`src/rtl/f_stage.sv`:
```
// -----------------------------------------------------------------------------
// f_stage
// Fetch stage of the five-stage MIPS pipeline. It holds the architectural
// fetch PC, drives the instruction-memory address and picks the next PC from
// the sequential, branch, jump, jump-register, ERET and exception-entry
// sources. It also flags fetch address errors and delay-slot membership. The
// F_* outputs feed the F/D pipeline register directly.
//
// Ports
//   clk          in   1  clock, rising edge
//   reset        in   1  synchronous, active-high; pc <= PC_RESET
//   en           in   1  PC update enable (0 = stall from the hazard unit)
//   Req          in   1  exception/interrupt request from CP0 -> PC_EXC
//   D_eret       in   1  instruction in D is ERET
//   EPC          in  32  ERET return address from CP0
//   D_is_bj      in   1  instruction in D is any branch or jump
//   D_br_taken   in   1  branch in D resolved taken
//   D_br_target  in  32  branch target
//   D_j          in   1  J/JAL in D
//   D_j_target   in  32  jump target
//   D_jr         in   1  JR/JALR in D
//   D_jr_target  in  32  forwarded rs value
//   i_addr       out 32  instruction memory address (= pc)
//   i_rdata      in  32  instruction word, combinational read of i_addr
//   F_instr      out 32  fetched instruction (0 when squashed or faulting)
//   F_pc         out 32  PC of the fetched instruction (always pc)
//   F_BD         out  1  fetched instruction sits in a delay slot
//   F_EXCcode    out  5  4 (AdEL) on a fetch address error, else 0
//
// Control semantics: there is no valid/ready handshake here. 'en' is a
// stall qualifier: when low the PC holds and any redirect presented by D is
// dropped (the hazard unit holds D and presents it again). 'Req' and 'reset'
// are not qualified by 'en'; reset beats Req, Req beats everything else.
// -----------------------------------------------------------------------------
module f_stage (
  input  logic        clk,
  input  logic        reset,
  input  logic        en,
  input  logic        Req,
  input  logic        D_eret,
  input  logic [31:0] EPC,
  input  logic        D_is_bj,
  input  logic        D_br_taken,
  input  logic [31:0] D_br_target,
  input  logic        D_j,
  input  logic [31:0] D_j_target,
  input  logic        D_jr,
  input  logic [31:0] D_jr_target,
  output logic [31:0] i_addr,
  input  logic [31:0] i_rdata,
  output logic [31:0] F_instr,
  output logic [31:0] F_pc,
  output logic        F_BD,
  output logic [4:0]  F_EXCcode
);

  localparam logic [31:0] PC_RESET = 32'h0000_3000;
  localparam logic [31:0] PC_EXC   = 32'h0000_4180;
  localparam logic [31:0] IM_LO    = 32'h0000_3000;
  localparam logic [31:0] IM_HI    = 32'h0000_6FFF;
  localparam logic [4:0]  EXC_ADEL = 5'd4;
  localparam logic [4:0]  EXC_NONE = 5'd0;

  logic [31:0] pc;
  logic [31:0] pc_next;
  logic        addr_err;

  // Next-PC select. Reset is handled in the register itself so it overrides
  // everything, including Req.
  always_comb begin
    pc_next = pc;
    if (Req)             pc_next = PC_EXC;
    else if (!en)        pc_next = pc;
    else if (D_eret)     pc_next = EPC;
    else if (D_jr)       pc_next = D_jr_target;
    else if (D_j)        pc_next = D_j_target;
    else if (D_br_taken) pc_next = D_br_target;
    else                 pc_next = pc + 32'd4;  // wraps modulo 2^32
  end

  always_ff @(posedge clk) begin
    if (reset) pc <= PC_RESET;
    else       pc <= pc_next;
  end

  // Misaligned or outside the instruction memory window.
  assign addr_err = (pc[1:0] != 2'b00) || (pc < IM_LO) || (pc > IM_HI);

  // ERET has no delay slot: whatever was fetched behind it is squashed to a
  // clean nop, and any address error on that discarded fetch is suppressed.
  always_comb begin
    F_instr   = i_rdata;
    F_EXCcode = EXC_NONE;
    if (D_eret) begin
      F_instr   = 32'd0;
      F_EXCcode = EXC_NONE;
    end else if (addr_err) begin
      F_instr   = 32'd0;
      F_EXCcode = EXC_ADEL;
    end
  end

  assign i_addr = pc;
  assign F_pc   = pc;
  assign F_BD   = D_is_bj & ~D_eret;

endmodule
```
`config.mk`:
```
export PLATFORM = sky130hd
export DESIGN_NAME = f_stage
export DESIGN_NICKNAME = d
export VERILOG_FILES = /design/src/rtl/f_stage.sv
export SDC_FILE = /design/constraint.sdc
export NUM_CORES = 1
export LEC_CHECK = 0
export CAP_MARGIN = 25
export CORE_MARGIN = 2
export CORE_UTILIZATION = 34
export DETAILED_ROUTE_END_ITERATION = 16
export HOLD_SLACK_MARGIN = 0.12
export PLACE_DENSITY = 0.85
export SLEW_MARGIN = 0
export SYNTH_ARGS = -nofsm -noshare
export SYNTH_HDL_FRONTEND = slang
export SYNTH_SLANG_ARGS = --single-unit
```
`constraint.sdc`:
```
create_clock -name clk -period 2.44 [get_ports clk]
set_input_delay 0.488 -clock clk [delete_from_list [all_inputs] [get_ports clk]]
set_output_delay 0.488 -clock clk [all_outputs]
set_load 0.01 [all_outputs]
```
==> summary.txt, run 1 <==
Clocking
  – Hold_buf cts: 0
  – CTS root buf: clkbuf_8
  – H-tree Lvls: 2
  – CTS Buffer Depth: 2
  – CTS buffer count: 5
  – CTS tree: yes
  – Sink Count: 32
  – Skew-Pair Late Insertion Delay: 0.28 ns
  – Clock-pin slew on the worst setup and hold paths: 0.08 ns

Finish
  – Diodes inserted: 0
  – Commonest non-fill, non-tap cell in the layout: clkdlybuf4s50_1
  – Layout cells sized above 1: 15.1%
  – Commonest cells after routing, fill and taps aside: clkdlybuf4s50_1 (230), buf_4 (49), nand2_1 (48)
  – Fin nets: 918
  – Final non-filler cell total: 882
  – Max reg flops: 30
  – Area growth from synthesis to layout: 84.2%

Setup path
  – Crit path buffers/inverters: 4
  – Slowest CP cell: dfxtp_1
  – CP peak stage delay: 0.34 ns
  – Setup crit end kind: primary output
  – Critical path arrival: 1.91 ns
  – Crit path cell chain: nor4_4, nand3_2, nor3_4, buf_6, buf_12, buf_6, and3_1, buf_2
  – Worst-path maximum fanout: 8
  – CP Data Required Time: 1.95 ns
  – Critical Path Source Type: flip-flop
  – Worst path most repeated cell: buf_6
  – Crit-path leading delay family: simple AND/OR/NAND/NOR gates
  – Setup CP Type: flip-flop to primary output

Timing
  – Final worst slack: 0.0463 ns
  – Max frequency: 418 MHz
  – Tmin final: 2.39 ns
  – Post-route setup TNS: 0 ns
  – Final count of pins violating max slew: 0
  – Period utilisation layout: 98.1%
  – Clock skew: 0.0134 ns
  – RSZ-0062 raised after global routing: true
  – Slew margin rel.: 62.6%
  – Hold Fails Final Rpt: 0
  – Worst Max-Slew Pin Slew: 0.547 ns
  – Final setup fails: 0

Global route
  – Global-route wire length before repair: 26600 um
  – Total track usage: 30.0%
  – Vias in the first global route: 5110
  – Number of antenna violations at the first check in global routing: 0
  – Pin count of the biggest net entering global routing: 54
  – Total global routing overflow: 0

Logic synthesis
  – Async S/R FF share, synth: 0%
  – Number of synthesized flops with an enable pin: 0
  – Post-synthesis instance total: 492
  – Yosys reg bits: 32
  – Yosys top cell by area: dfxtp_1
  – Top FF cell, synth: dfxtp_1
  – Mapped cell area: 3460 um^2
  – Share of the yosys chip area belonging to registers: 18.5%
  – Mean area per synthesized cell: 7.03 um^2
  – Area contributors post-synth: dfxtp_1 (19%), buf_4 (8.2%), and3_1 (6.9%)
  – Synth unique cells: 60
  – Yosys warning total: 0
  – Top cell type's share of synthesized area: 18.5%

Routing
  – Drt initial violations: 426
  – Post-route ant nets: 0
  – WL final: 17500 um
  – Drt pass-1 iters: 5
  – Vias per cell: 5.72
  – Mean routed wirelength per cell: 19.8 um
  – Via count: 5046
  – DR DRC count: 0

Placement
  – IO Port Bufs: 266
  – # placed instances: 870
  – Dpl hpwl: 13700 um
  – Routability cong.: 0.907
  – Place WS: -0.0749 ns

Floorplanning
  – Initial Utilization: 35.2%
  – Horiz. Die Dim: 105 um
  – Die Footprint: 11000 um^2
  – Cell row count: 36
  – I/O pins: 271
  – Die H: 105 um
  – Core footprint: 9820 um^2

Status
  – Status: complete, no violations

Power
  – VDD IR max: 0.220 mV
  – PD cells: 318 nW/um^2
  – Leak Pwr: 2.58 nW
  – Pwr Total: 2.03 mW

Flow run
  – Max cap viols: 0

Hold path
  – Worst hold path type: flip-flop to flip-flop
==> repair_timing <==
| action | in CTS | in global routing |
|---|---|---|
| cloned | 1 | 1 |
| setup buffers | 2 | 0 |
| endpoints found under the setup margin | 33 | 33 |
| resized for setup | 105 | 35 |
| pin swaps | 3 | 1 |
==> metrics by stage <==
step	hold WS [ns]	utilization, %	area [um^2]
global route	0.638	64.9	6370
floorplan	0.557	-	3470
CTS	0.617	65.8	6460
global placement	0.576	64.0	6290
detailed placement	0.597	64.0	6290
finish	0.613	64.9	6370
==> kinds of logic (layout without fill, tap and decap cells) <==
logic type	after synthesis	after routing	share of synthesized area (%)
xor+xnor	23	23	5.83
other cells	1	4	0.108
fa+ha+maj	1	1	0.362
compound gates	146	146	29.1
simple gates	198	198	30.2
flops	32	32	18.5
mux	7	7	2.06
buf+inv	84	338	13.8
==> synth_stat cells, types with 8 or more instances <==
cell      count
o211ai_1      9
o21ai_0      35
nand4_1       9
nand3_1      23
o22ai_1      10
nand2b_1     13
clkbuf_1     27
nand2_1      48
nor4_1        8
xor2_1       14
nor2_1       24
xnor2_1       9
a21oi_1      20
nor3_1       14
a221oi_1     19
dfxtp_1      32
a31oi_1       9
and3_1       38
buf_4        38
==> cell type report <==
class	count	area, um^2
clock buffers	6	72.6
clock inverters	2	35.0
fillers	893	3450
inverters	7	26.3
multi-input cells	379	2410
flip-flops and latches	32	643
well taps	133	166
repair buffers	323	3020
==> worst reg2reg max path, delay by kind of cell, from the launching register on <==
family / cells / cell delay, ns
AOI/OAI and AO/OA: 1 / 0.09
adders and majority gates: 1 / 0.26
DFF: 1 / 0.46
muxes: 1 / 0.22
and+or+nand+nor: 3 / 0.98
==> routing by layer <==
metal  vias up  track usage (%)  wire (um)
li1       2326                -          -
met1      2361             34.7       6650
met2       317             53.8       8570
met3        42             7.42       1740
met4         0             9.62        503
met5         -                0          0
==> where the power goes <==
part	internal [mW]	total [mW]	switching [mW]
clock	0.303	0.516	0.213
sequential	0.549	0.581	0.0316
combinational	0.538	0.930	0.392
==> path summary, 6_finish.rpt <==
check / start / endpoint / slack, ns / cells after the start
hold / removal: F_pc[10]$_SDFFE_PP0P_ / F_pc[10]$_SDFFE_PP0P_ / 0.61 / 2
hold reg to reg: F_pc[10]$_SDFFE_PP0P_ / F_pc[10]$_SDFFE_PP0P_ / 0.61 / 2
setup / recovery: F_pc[30]$_SDFFE_PP0P_ / F_instr[29] / 0.05 / 8
setup reg to reg: F_pc[2]$_SDFFE_PP0P_ / F_pc[30]$_SDFFE_PP0P_ / 0.31 / 6
No activity file was read; power rests on OpenSTA's default activity.
==> run 2, diff against run 1 <==
Settings changed: SKIP_LAST_GASP set to 1.
==> run 2 against run 1 <==
  * Combinational power barely moved
  * Critical path depth fell by 1
  * Worst setup slack got worse by 0.020 ns
  * Via count fell by 0.14%
  * Global-route usage rose by 0.12 points
  * Flip-flop and latch count did not move
  * Die area did not move
  * Critical path type unchanged
  * Largest power group unchanged
  * Highest routed layer unchanged
==> summary.txt, run 2 (synthesized netlist as in run 1, its figures left out) <==
Clocking
  – CTS root buf: clkbuf_8 (unchanged)
  – H-tree Lvls: 2 (unchanged)
  – Skew-Pair Late Insertion Delay: 0.29 ns (was 0.28 ns)
  – CTS Buffer Depth: 2 (unchanged)
  – CTS buffer count: 5 (unchanged)
  – Sink Count: 32 (unchanged)
  – CTS tree: yes (unchanged)
  – Hold_buf cts: 0 (unchanged)
  – Clock-pin slew on the worst setup and hold paths: 0.07 ns (was 0.08 ns)

Routing
  – WL final: 17500 um (about the same)
  – Mean routed wirelength per cell: 19.9 um (was 19.8 um)
  – Drt pass-1 iters: 5 (unchanged)
  – Vias per cell: 5.71 (was 5.72)
  – Post-route ant nets: 0 (unchanged)
  – Via count: 5039 (was 5046)
  – DR DRC count: 0 (unchanged)
  – Drt initial violations: 427 (was 426)

Timing
  – Clock skew: 0.0132 ns (was 0.0134 ns)
  – Tmin final: 2.41 ns (was 2.39 ns)
  – Worst Max-Slew Pin Slew: 0.545 ns (was 0.547 ns)
  – Period utilisation layout: 98.9% (was 98.1%)
  – Hold Fails Final Rpt: 0 (unchanged)
  – Final setup fails: 0 (unchanged)
  – Max frequency: 414 MHz (was 418 MHz)
  – Final worst slack: 0.0266 ns (was 0.0463 ns)
  – Final count of pins violating max slew: 0 (unchanged)
  – RSZ-0062 raised after global routing: true (unchanged)
  – Slew margin rel.: 62.7% (was 62.6%)

Global route
  – Total global routing overflow: 0 (unchanged)
  – Total track usage: 30.1% (was 30.0%)
  – Pin count of the biggest net entering global routing: 54 (unchanged)
  – Global-route wire length before repair: 26700 um (was 26600 um)
  – Number of antenna violations at the first check in global routing: 0 (unchanged)
  – Vias in the first global route: 5134 (was 5110)

Status
  – Status: complete, no violations (unchanged)

Setup path
  – Slowest CP cell: dfxtp_2 (was dfxtp_1)
  – CP Data Required Time: 1.95 ns (about the same)
  – Crit path cell chain: nor4_4, nand3_2, nor3_4, buf_6, buf_16, and3_1, clkdlybuf4s15_2 (was nor4_4, nand3_2, nor3_4, buf_6, buf_12, buf_6, and3_1, buf_2)
  – Critical path arrival: 1.93 ns (was 1.91 ns)
  – Setup CP Type: flip-flop to primary output (unchanged)
  – Setup crit end kind: primary output (unchanged)
  – Crit-path leading delay family: simple AND/OR/NAND/NOR gates (unchanged)
  – Critical Path Source Type: flip-flop (unchanged)
  – Worst-path maximum fanout: 16 (was 8)
  – Crit path buffers/inverters: 3 (was 4)
  – CP peak stage delay: 0.34 ns (about the same)

Finish
  – Final non-filler cell total: 882 (unchanged)
  – Layout Utilization: 65.4% (was 64.9%)
  – Commonest cells after routing, fill and taps aside: clkdlybuf4s50_1 (230), buf_4 (50), nand2_1 (47) (was clkdlybuf4s50_1 (230), buf_4 (49), nand2_1 (48))
  – Commonest non-fill, non-tap cell in the layout: clkdlybuf4s50_1 (unchanged)
  – Layout cells sized above 1: 15.4% (was 15.1%)
  – Area growth from synthesis to layout: 85.8% (was 84.2%)
  – Diodes inserted: 0 (unchanged)
  – Max reg flops: 30 (unchanged)
  – Fin nets: 918 (unchanged)

Floorplanning
  – I/O pins: 271 (unchanged)
  – Initial Utilization: 35.2% (unchanged)
  – Core footprint: 9820 um^2 (unchanged)
  – Die H: 105 um (unchanged)
  – Horiz. Die Dim: 105 um (unchanged)
  – Cell row count: 36 (unchanged)
  – Die Footprint: 11000 um^2 (unchanged)

Power
  – VDD IR max: 0.220 mV (about the same)
  – Leak Pwr: 2.56 nW (was 2.58 nW)
  – PD cells: 316 nW/um^2 (was 318 nW/um^2)

Placement
  – Routability cong.: 0.907 (unchanged)
  – Dpl hpwl: 13700 um (unchanged)
  – # placed instances: 870 (unchanged)
  – IO Port Bufs: 266 (unchanged)
  – Place WS: -0.0749 ns (unchanged)

Hold path
  – Worst hold path type: flip-flop to flip-flop (unchanged)

Flow run
  – Max cap viols: 0 (unchanged)
==> run 2: changes by cell type in the layout (fill, tap and decap cells not counted), sizes merged <==
cell,before,now
clkdlybuf4s15,1,10
dlygate4sd2,0,1
clkbuf,11,12
buf,87,76
==> run 2: path summary, 6_finish.rpt <==
path	from	endpoint	slack [ns]	cells past startpoint
worst max-delay path	F_pc[19]$_SDFFE_PP0P_	F_instr[26]	0.03	7
worst min-delay path	F_pc[10]$_SDFFE_PP0P_	F_pc[10]$_SDFFE_PP0P_	0.62	2
worst max register to register	F_pc[2]$_SDFFE_PP0P_	F_pc[30]$_SDFFE_PP0P_	0.37	6
worst min register to register	F_pc[10]$_SDFFE_PP0P_	F_pc[10]$_SDFFE_PP0P_	0.62	2
==> run 2: worst reg2reg max path, stage by stage, from the launching register on <==
cell     delay [ns]
dfxtp_1        0.46
ha_1           0.26
and4_1         0.24
nand3_1        0.20
nor4b_1        0.48
mux2i_1        0.21
o21ai_0        0.09
==> run 2: layout make-up <==
| class | count | area (um^2) |
|---|---|---|
| fill | 877 | 3390 |
| multi-input combinational | 379 | 2410 |
| tap | 133 | 166 |
| sequential | 32 | 644 |
| clock inverter | 2 | 35.0 |
| clock buffer | 6 | 72.6 |
| timing repair buffer | 323 | 3070 |
| inverter | 7 | 26.3 |
==> run 2: per-layer routing <==
layer  track usage [%]  routed length (um)  up-vias
met4              11.0                 552        0
li1                  -                   -     2327
met1              34.3                6460     2339
met5                 0                   0        -
met3              7.86                1920       47
met2              53.7                8620      326
==> run 2: what timing repair did <==
item                       CTS  global route
gates cloned                 1             1
resized for setup          100            28
buffers inserted             2             0
setup endpoints to repair   33            33
pin swaps                    3             1
==> run 2: metrics by stage <==
step	total power, mW	setup TNS [ns]	hold WS (ns)	cell area, um^2
floorplan	0.941	0	0.557	3470
global placement	1.46	-0.918	0.576	6290
detailed placement	1.48	-1.44	0.597	6290
CTS	2.01	-0.0811	0.617	6450
global route	2.11	-0.372	0.638	6430
finish	2.03	0	0.620	6430
==> run 2: where the power goes <==
group	total (mW)	switching, mW	internal, mW
Clock	0.516	0.213	0.303
Sequential	0.582	0.0327	0.550
Combinational	0.933	0.392	0.540
